**src/rtl/kitchen_timer_ctrl.sv**
```systemverilog
// kitchen_timer_ctrl
//   MM:SS kitchen countdown timer controller, four-state FSM (idle / run / pause / alarm).
//   All outputs are registered.
//
// Ports
//   clk          system clock, rising edge
//   rst_n        asynchronous active-low reset
//   min_pb_i     one-cycle minute button pulse
//   sec_pb_i     one-cycle second button pulse
//   start_pb_i   one-cycle start/stop button pulse
//   clear_pb_i   one-cycle clear button pulse
//   tick_i       one-cycle 1 Hz pulse
//   min_tens_o   BCD minutes, tens digit
//   min_ones_o   BCD minutes, ones digit
//   sec_tens_o   BCD seconds, tens digit (0..5)
//   sec_ones_o   BCD seconds, ones digit
//   running_o    high while counting down
//   alarm_o      high while the alarm sounds
//   blank_o      display blanking flag, flashes in pause and alarm
module kitchen_timer_ctrl #(
    parameter int unsigned ALARM_SECS = 10
) (
    input  logic       clk,
    input  logic       rst_n,
    input  logic       min_pb_i,
    input  logic       sec_pb_i,
    input  logic       start_pb_i,
    input  logic       clear_pb_i,
    input  logic       tick_i,
    output logic [3:0] min_tens_o,
    output logic [3:0] min_ones_o,
    output logic [3:0] sec_tens_o,
    output logic [3:0] sec_ones_o,
    output logic       running_o,
    output logic       alarm_o,
    output logic       blank_o
);

    typedef enum logic [1:0] {StIdle, StRun, StPause, StAlarm} state_e;

    // Counter value at which the next tick is the last one of the alarm.
    localparam logic [7:0] AlarmLast = 8'(ALARM_SECS - 1);

    state_e     state_q, state_d;
    logic [3:0] mt_q, mo_q, st_q, so_q;
    logic [3:0] mt_d, mo_d, st_d, so_d;
    logic [7:0] acnt_q, acnt_d;
    logic       running_q, running_d;
    logic       alarm_q, alarm_d;
    logic       blank_q, blank_d;

    logic do_clear, do_start, do_tick, do_min, do_sec;
    logic time_zero, time_last;
    logic blank_toggle;

    // Only the highest-priority pulse of a cycle is acted on; the rest are dropped.
    always_comb begin
        do_clear = clear_pb_i;
        do_start = !clear_pb_i && start_pb_i;
        do_tick  = !clear_pb_i && !start_pb_i && tick_i;
        do_min   = !clear_pb_i && !start_pb_i && !tick_i && min_pb_i;
        do_sec   = !clear_pb_i && !start_pb_i && !tick_i && !min_pb_i && sec_pb_i;
    end

    assign time_zero = (mt_q == 4'd0) && (mo_q == 4'd0) && (st_q == 4'd0) && (so_q == 4'd0);
    // 00:01 (or 00:00 as a safety net) means the next tick ends the countdown.
    assign time_last = (mt_q == 4'd0) && (mo_q == 4'd0) && (st_q == 4'd0) && (so_q <= 4'd1);

    always_comb begin
        state_d      = state_q;
        mt_d         = mt_q;
        mo_d         = mo_q;
        st_d         = st_q;
        so_d         = so_q;
        acnt_d       = acnt_q;
        blank_toggle = 1'b0;

        if (do_clear) begin
            state_d = StIdle;
            mt_d    = 4'd0;
            mo_d    = 4'd0;
            st_d    = 4'd0;
            so_d    = 4'd0;
            acnt_d  = 8'd0;
        end else begin
            case (state_q)
                StIdle: begin
                    if (do_start) begin
                        if (!time_zero) state_d = StRun;
                    end else if (do_min) begin
                        // Minutes wrap 99 -> 00, seconds untouched.
                        if (mo_q == 4'd9) begin
                            mo_d = 4'd0;
                            mt_d = (mt_q == 4'd9) ? 4'd0 : mt_q + 4'd1;
                        end else begin
                            mo_d = mo_q + 4'd1;
                        end
                    end else if (do_sec) begin
                        // Seconds wrap 59 -> 00 with no carry into minutes.
                        if (so_q == 4'd9) begin
                            so_d = 4'd0;
                            st_d = (st_q == 4'd5) ? 4'd0 : st_q + 4'd1;
                        end else begin
                            so_d = so_q + 4'd1;
                        end
                    end
                end

                StRun: begin
                    if (do_start) begin
                        state_d = StPause;
                    end else if (do_tick) begin
                        if (time_last) begin
                            mt_d    = 4'd0;
                            mo_d    = 4'd0;
                            st_d    = 4'd0;
                            so_d    = 4'd0;
                            acnt_d  = 8'd0;
                            state_d = StAlarm;
                        end else if (so_q != 4'd0) begin
                            so_d = so_q - 4'd1;
                        end else begin
                            // BCD borrow chain through the remaining digits.
                            so_d = 4'd9;
                            if (st_q != 4'd0) begin
                                st_d = st_q - 4'd1;
                            end else begin
                                st_d = 4'd5;
                                if (mo_q != 4'd0) begin
                                    mo_d = mo_q - 4'd1;
                                end else begin
                                    mo_d = 4'd9;
                                    mt_d = mt_q - 4'd1;
                                end
                            end
                        end
                    end
                end

                StPause: begin
                    if (do_start) begin
                        state_d = StRun;
                    end else if (do_tick) begin
                        blank_toggle = 1'b1;
                    end
                end

                StAlarm: begin
                    if (do_start || do_min || do_sec) begin
                        state_d = StIdle;
                        acnt_d  = 8'd0;
                    end else if (do_tick) begin
                        if (acnt_q >= AlarmLast) begin
                            state_d = StIdle;
                            acnt_d  = 8'd0;
                        end else begin
                            acnt_d       = acnt_q + 8'd1;
                            blank_toggle = 1'b1;
                        end
                    end
                end

                default: state_d = StIdle;
            endcase
        end

        running_d = (state_d == StRun);
        alarm_d   = (state_d == StAlarm);
        // Flash phase restarts at 0 on every state change.
        if (state_d != state_q) begin
            blank_d = 1'b0;
        end else if (blank_toggle) begin
            blank_d = !blank_q;
        end else begin
            blank_d = blank_q;
        end
    end

    always_ff @(posedge clk or negedge rst_n) begin
        if (!rst_n) begin
            state_q   <= StIdle;
            mt_q      <= 4'd0;
            mo_q      <= 4'd0;
            st_q      <= 4'd0;
            so_q      <= 4'd0;
            acnt_q    <= 8'd0;
            running_q <= 1'b0;
            alarm_q   <= 1'b0;
            blank_q   <= 1'b0;
        end else begin
            state_q   <= state_d;
            mt_q      <= mt_d;
            mo_q      <= mo_d;
            st_q      <= st_d;
            so_q      <= so_d;
            acnt_q    <= acnt_d;
            running_q <= running_d;
            alarm_q   <= alarm_d;
            blank_q   <= blank_d;
        end
    end

    assign min_tens_o = mt_q;
    assign min_ones_o = mo_q;
    assign sec_tens_o = st_q;
    assign sec_ones_o = so_q;
    assign running_o  = running_q;
    assign alarm_o    = alarm_q;
    assign blank_o    = blank_q;

endmodule

```
**config.mk**
```make
export PLATFORM = sky130hd
export DESIGN_NAME = kitchen_timer_ctrl
export DESIGN_NICKNAME = d
export VERILOG_FILES = /design/src/rtl/kitchen_timer_ctrl.sv
export SDC_FILE = /design/constraint.sdc
export NUM_CORES = 1
export LEC_CHECK = 0
export ABC_AREA = 1
export BUFFER_PORTS_ARGS = -buffer_cell sky130_fd_sc_hd__buf_2
export CAP_MARGIN = 15
export CORE_MARGIN = 1
export CORE_UTILIZATION = 40
export DETAILED_ROUTE_END_ITERATION = 10
export GPL_ROUTABILITY_DRIVEN = 0
export SYNTH_ARGS = -nofsm -noshare
export SYNTH_HDL_FRONTEND = slang
export SYNTH_SLANG_ARGS = --single-unit
```
**constraint.sdc**
```tcl
create_clock -name clk -period 1.9 [get_ports clk]
set_clock_uncertainty 0.1 [all_clocks]
set_input_delay 0.38 -clock clk [delete_from_list [all_inputs] [get_ports clk]]
set_output_delay 0.38 -clock clk [all_outputs]
set_load 0.01 [all_outputs]
```
## Word level (Yosys, flattened, before mapping)

Index checks and enable logic that the tools add are counted.

- Register bits: 29
- Input bits: 7
- Output and inout port bits: 19
- Logic and storage cells: 150

- Add/subtract/negate cells: 9
- Magnitude comparators: 2
- Eq/ne operators: 23
- Mux-type cells: 73
- Reductions and logical operators: 34

Operators with widths:

| cell | number |
|---|---|
| $mux 4 | 41 |
| $mux 8 | 7 |
| $pmux 4 s2 | 4 |
| $ne 3x3->1 const B | 9 |
| $mux 2 | 10 |
| $add 4x1->4 const B | 4 |
| $logic_not 4->1 | 4 |
| $ne 4x4->1 const B | 4 |
| $pmux 8 s2 | 1 |
| $sub 4x1->4 const B | 4 |
| $eq 4x4->1 const B | 3 |
| $reduce_bool 4->1 | 3 |
| $logic_and 1x1->1 | 11 |
| $reduce_and 9->1 | 1 |
| $add 8x1->8 const B | 1 |
| $ge 8x4->1 const B | 1 |
| $mux 1 | 8 |
| $pmux 2 s4 | 1 |
| $reduce_and 8->1 | 1 |
| $reduce_and 7->1 | 1 |
| $eq 2x2->1 const B | 3 |
| $reduce_and 6->1 | 1 |
| $reduce_bool 3->1 | 2 |
| $logic_not 1->1 | 5 |
| 9 further kinds | 11 |

## Depth between registers and ports, before layout

- Depth in word-level cells: 11
- Gate-level depth with buffers: 12
- Mapped depth without buffers: 12

## Least setup slack after synthesis

No wires, ideal clock.

- Path type: flip-flop to flip-flop
- Start point: register st_q[0], in the netlist sec_tens_o[0]
- End point: register mt_q[0], in the netlist min_tens_o[0]
- Library setup time: 118 ps
- Arrival: 1602 ps
- Data required time: 1682 ps
- Slack: 79 ps
- Stages on the path, launching flop included: 11
- Path buffers: 0
- Period minus slack after synthesis: 1821 ps
- Path through: dfrtp_1 inv_1 ha_1 nand3_2 nor2_2 nand2_1 and3_4 nand2_4 nand3_4 nand2_1 o21ai_2

- Longest elaborated chain between the ends: 8
- Elaborated cells on any way between the ends: 13
- Those cells by class: eq/ne (3); mux (5); reduce/logical (5)

RTL lines:

| item | line | text |
|---|---|---|
| from (decl) | 45 | `logic [3:0] mt_q, mo_q, st_q, so_q;` |
| from (signal assigned) | 194 | `st_q <= st_d;` |
| $logic_not 4->1 | 67 | `assign time_last = (mt_q == 4'd0) && (mo_q == 4'd0) && (st_q == 4'd0) && (so_q <= 4'd1);` |
| $logic_and 1x1->1 (2 in a row) | 67 |  |
| $mux 4 | 113 | `if (time_last) begin` |
| $mux 4 | 112 | `end else if (do_tick) begin` |
| $mux 4 | 110 | `if (do_start) begin` |
| $pmux 4 s2 | 86 | `case (state_q)` |
| $mux 4 | 78 | `if (do_clear) begin` |
| to (signal assigned) | 192 | `mt_q <= mt_d;` |
| to (decl) | 45 |  |

Parallel ways exist; a longest one is shown, timed or not. The select of a mux whose other input is x is not followed.
A chain may end at the register's enable or synchronous reset.

## Worst setup path after layout

- Start point: register mt_q[1], in the netlist min_tens_o[1]
- End point: register mt_q[3], in the netlist min_tens_o[3]

- Longest elaborated chain between the ends: 9
- Elaborated cells on any way between the ends: 23
- Those cells by class: add/sub (2); eq/ne (4); mux (12); reduce/logical (5)

RTL lines:

| item | line |
|---|---|
| $sub 4x1->4 or $logic_not 4->1 (tied branches) | 133, 67 |
| $mux 4 or $logic_and 1x1->1 (tied branches) | 129, 67 |
| $mux 4 or $logic_and 1x1->1 (tied branches) | 125, 67 |
| $mux 4 or $logic_and 1x1->1 (tied branches) | 120, 67 |
| $mux 4 | 113 |
| $mux 4 | 112 |
| $mux 4 | 110 |
| $pmux 4 s2 | 86 |
| $mux 4 | 78 |

Parallel ways exist; a longest one is shown, timed or not. The select of a mux whose other input is x is not followed.

==> impl_metrics.env <==
export IMPL_outcome="completed"
export IMPL_maxCapViolCount=0
export IMPL_wl_per_cell_um=12.4
export IMPL_hold_class="input port to async pin"
export IMPL_portBuffers=25
export IMPL_pwr_share_comb=0.608
export IMPL_die_h_um=78.5
export IMPL_slowest_stage="dfrtp_1"
export IMPL_pre_cts_ws_ns=0.0406
export IMPL_setup_ws_ns=0.126
export IMPL_ys_types=37
export IMPL_criticalPathCategory="flip-flop to flip-flop"
export IMPL_n_antenna_cell=0
export IMPL_post_dp_hpwl_um=4260
export IMPL_syn_area_um2=2340
export IMPL_drv_slew=0
export IMPL_fin_crit_ns=1.77
export IMPL_setup_viol_count_final=0
export IMPL_final_nets=397
export IMPL_finalHoldViolations=0
export IMPL_seqPwrFrac=0.257
export IMPL_boundaryPins=26
export IMPL_wl_um=5580
export IMPL_cp_num_buf_inv=1
export IMPL_cts_buffer_depth=2
export IMPL_drc_errors=0
export IMPL_power_internal_uw=1900
export IMPL_drive_above_1_share=0.248
export IMPL_tightestPinTransition_ns=0.659
export IMPL_placed_area_um2=2630
export IMPL_p_switching_uw=1820
export IMPL_cp_arrival_ns=1.85
export IMPL_max_freq_ghz=0.564
export IMPL_antenna_found_initial=0
export IMPL_cpMostUsedCell="nand2_1"
export IMPL_cp_end_kind="flip-flop"
export IMPL_yosys_area_top_type="dfrtp_1"
export IMPL_relSlewSlack=0.560
export IMPL_rrSetupSlack_ns=0.13
export IMPL_reg2regPathDepth=10
export IMPL_dieArea_um2=6160
export IMPL_cp_top_family="simple AND/OR/NAND/NOR gates"
export IMPL_die_w_um=78.5
export IMPL_period_share=0.934
export IMPL_ant_nets=0
export IMPL_vias_per_cell=4.98
export IMPL_max_stage_delay_ns=0.43
export IMPL_vias=2247
export IMPL_yosysMostFrequentCell="nand2_1"
export IMPL_synth_ff_type="dfrtp_1"
export IMPL_grt_pass1_wl_um=9830
export IMPL_power_leakage_uw=0.00143
export IMPL_fill_cells=569
export IMPL_critPathMaxFanout=8
export IMPL_r2r_end="min_tens_o[3]"
export IMPL_syn_to_final_growth_pct=18.5
export IMPL_final_cell_area_um2=2770
export IMPL_cts_root_buf="clkbuf_8"
export IMPL_core_um2=5570
export IMPL_clkLatencyLatePin_ns=0.29
export IMPL_numCtsBuffers=5
export IMPL_synthTopCellsByCount="nand2_1, inv_1, nor2_1, dfrtp_1, nand3_1"
export IMPL_synth_top_area_frac=0.310
export IMPL_drt_iter0_drc=100
export IMPL_crit_chain="inv_2 -> ha_2 -> nand2_1 -> nor2_4 -> nand2_1 -> and3_4 -> nand2_4 -> nand3_4 -> nand2_1 -> o21ai_1"
export IMPL_initial_core_util=0.420
export IMPL_cts_tree="built"
export IMPL_power_density_nw_per_um2=1340
export IMPL_path_clk_slew_ns=0.07
export IMPL_timing_rr_start="min_tens_o[1]"
export IMPL_syn_nets=351
export IMPL_synthArstFlopShare=1.00
export IMPL_clkPwrFrac=0.135
export IMPL_grt_overflow_total=0
export IMPL_firstDrtPassIters=4
export IMPL_setup_tns_ns=0
export IMPL_sw_frac_of_total=0.488
export IMPL_synth_edf_count=0
export IMPL_placementRows=27
export IMPL_netlist_instances=332
export IMPL_ys_seq_area_frac=0.310
export IMPL_synthTopCellsByArea="dfrtp_1, nand2_1, inv_1"
export IMPL_grt_max_degree=30
export IMPL_htree_levels=2
export IMPL_cp_start_kind="flip-flop"
export IMPL_grt_use_total=0.203
export IMPL_worstPathRequired_ns=1.97
export IMPL_clock_sinks=29
export IMPL_syn_mean_instance_area_um2=7.05
export IMPL_ys_warn_count=0
export IMPL_hold_buffers=0
export IMPL_ys_ff_latch=29
export IMPL_grt_pass1_vias=2167
export IMPL_peakVddDrop_uv=584
routing by layer:
metal,global-route usage,vias to the layer above,routed length (um)
met5,0,-,0
met4,0.0667,0,71
met3,0.0349,7,199
met2,0.328,40,2600
met1,0.274,1022,2720
li1,-,1178,-
how the worst max path moves through the flow:
stage	from	endpoint	slack (ns)	depth (start not counted)
6_report	min_tens_o[1]	min_tens_o[3]	0.13	10
5_1_grt	min_tens_o[1]	min_tens_o[3]	-0.006	10
4_1_cts	min_tens_o[1]	min_tens_o[3]	0.04	10
3_5_place_dp	clear_pb_i	sec_tens_o[2]	0.04	10
3_3_place_gp	clear_pb_i	sec_tens_o[0]	-0.000006	10
2_1_floorplan	sec_tens_o[0]	min_tens_o[0]	0.08	10
registers in the layout, indices dropped and copies added, names as in the netlist:
signal	count
alarm_o	1
min_ones_o	4
running_o	1
sec_tens_o	4
blank_o	1
min_tens_o	4
acnt_q	8
sec_ones_o	4
state_q	2
layout by cell type (no fill, tap or decap), types with 4 or more instances in the layout:
master / count
buf_2: 25
o21ai_1: 15
clkbuf_8: 5
o21ai_0: 16
nand2_1: 73
a21oi_1: 15
nand2_4: 4
nand2_2: 4
nor3_1: 12
dfrtp_1: 29
inv_1: 38
ha_1: 9
nand4_1: 7
buf_4: 20
inv_2: 10
nand3_1: 27
nor2_1: 29
worst register-to-register path, cell delays in order, from the launching register on:
cell and delay, ns:
dfrtp_1 0.43, inv_2 0.10, ha_2 0.18, nand2_1 0.11, nor2_4 0.14, nand2_1 0.06, and3_4 0.18, nand2_4 0.09
nand3_4 0.12, nand2_1 0.09, o21ai_1 0.06
through the flow:
step | utilization | instances | hold WS, ns | total power [uW]
after floorplan | - | 332 | -0.0156 | 2430
after global routing | 0.498 | 451 | 0.0852 | 4080
after detailed placement | 0.472 | 442 | 0.358 | 3070
after CTS | 0.487 | 450 | 0.0513 | 3580
final | 0.498 | 451 | 0.0213 | 3720
after global placement | 0.472 | 442 | 0.355 | 3040
power by group through the flow:
stage / clock, uW / sequential (uW) / combinational, uW
2_1_floorplan: 0 / 1050 / 1380
3_3_place_gp: 0 / 956 / 2090
3_5_place_dp: 0 / 961 / 2110
4_1_cts: 512 / 949 / 2120
5_1_grt: 544 / 981 / 2560
6_report: 500 / 957 / 2260
what timing repair did:
action,4_1_cts,5_1_grt
buffers inserted,0,1
endpoints found under the setup margin,0,23
resized for setup,0,17
area by class of cell:
cell class                      count  area, um^2  area share
Multi-Input combinational cell    245        1400       0.503
Sequential cell                    29         726       0.262
Timing Repair Buffer               45         275      0.0992
Inverter                           52         204      0.0735
Tap cell                           72        90.1      0.0325
Clock buffer                        6        72.6      0.0262
Clock inverter                      2        10.0     0.00361
cell families (layout without fill, tap and decap cells):
logic type / count (synthesis) / in the layout / synth area share
flops: 29 / 29 / 0.310
simple gates: 170 / 170 / 0.352
compound gates: 59 / 59 / 0.143
buf+inv: 58 / 105 / 0.117
fa+ha+maj: 12 / 12 / 0.0641
xor+xnor: 4 / 4 / 0.0150
Power figures use the tool's default switching activity.
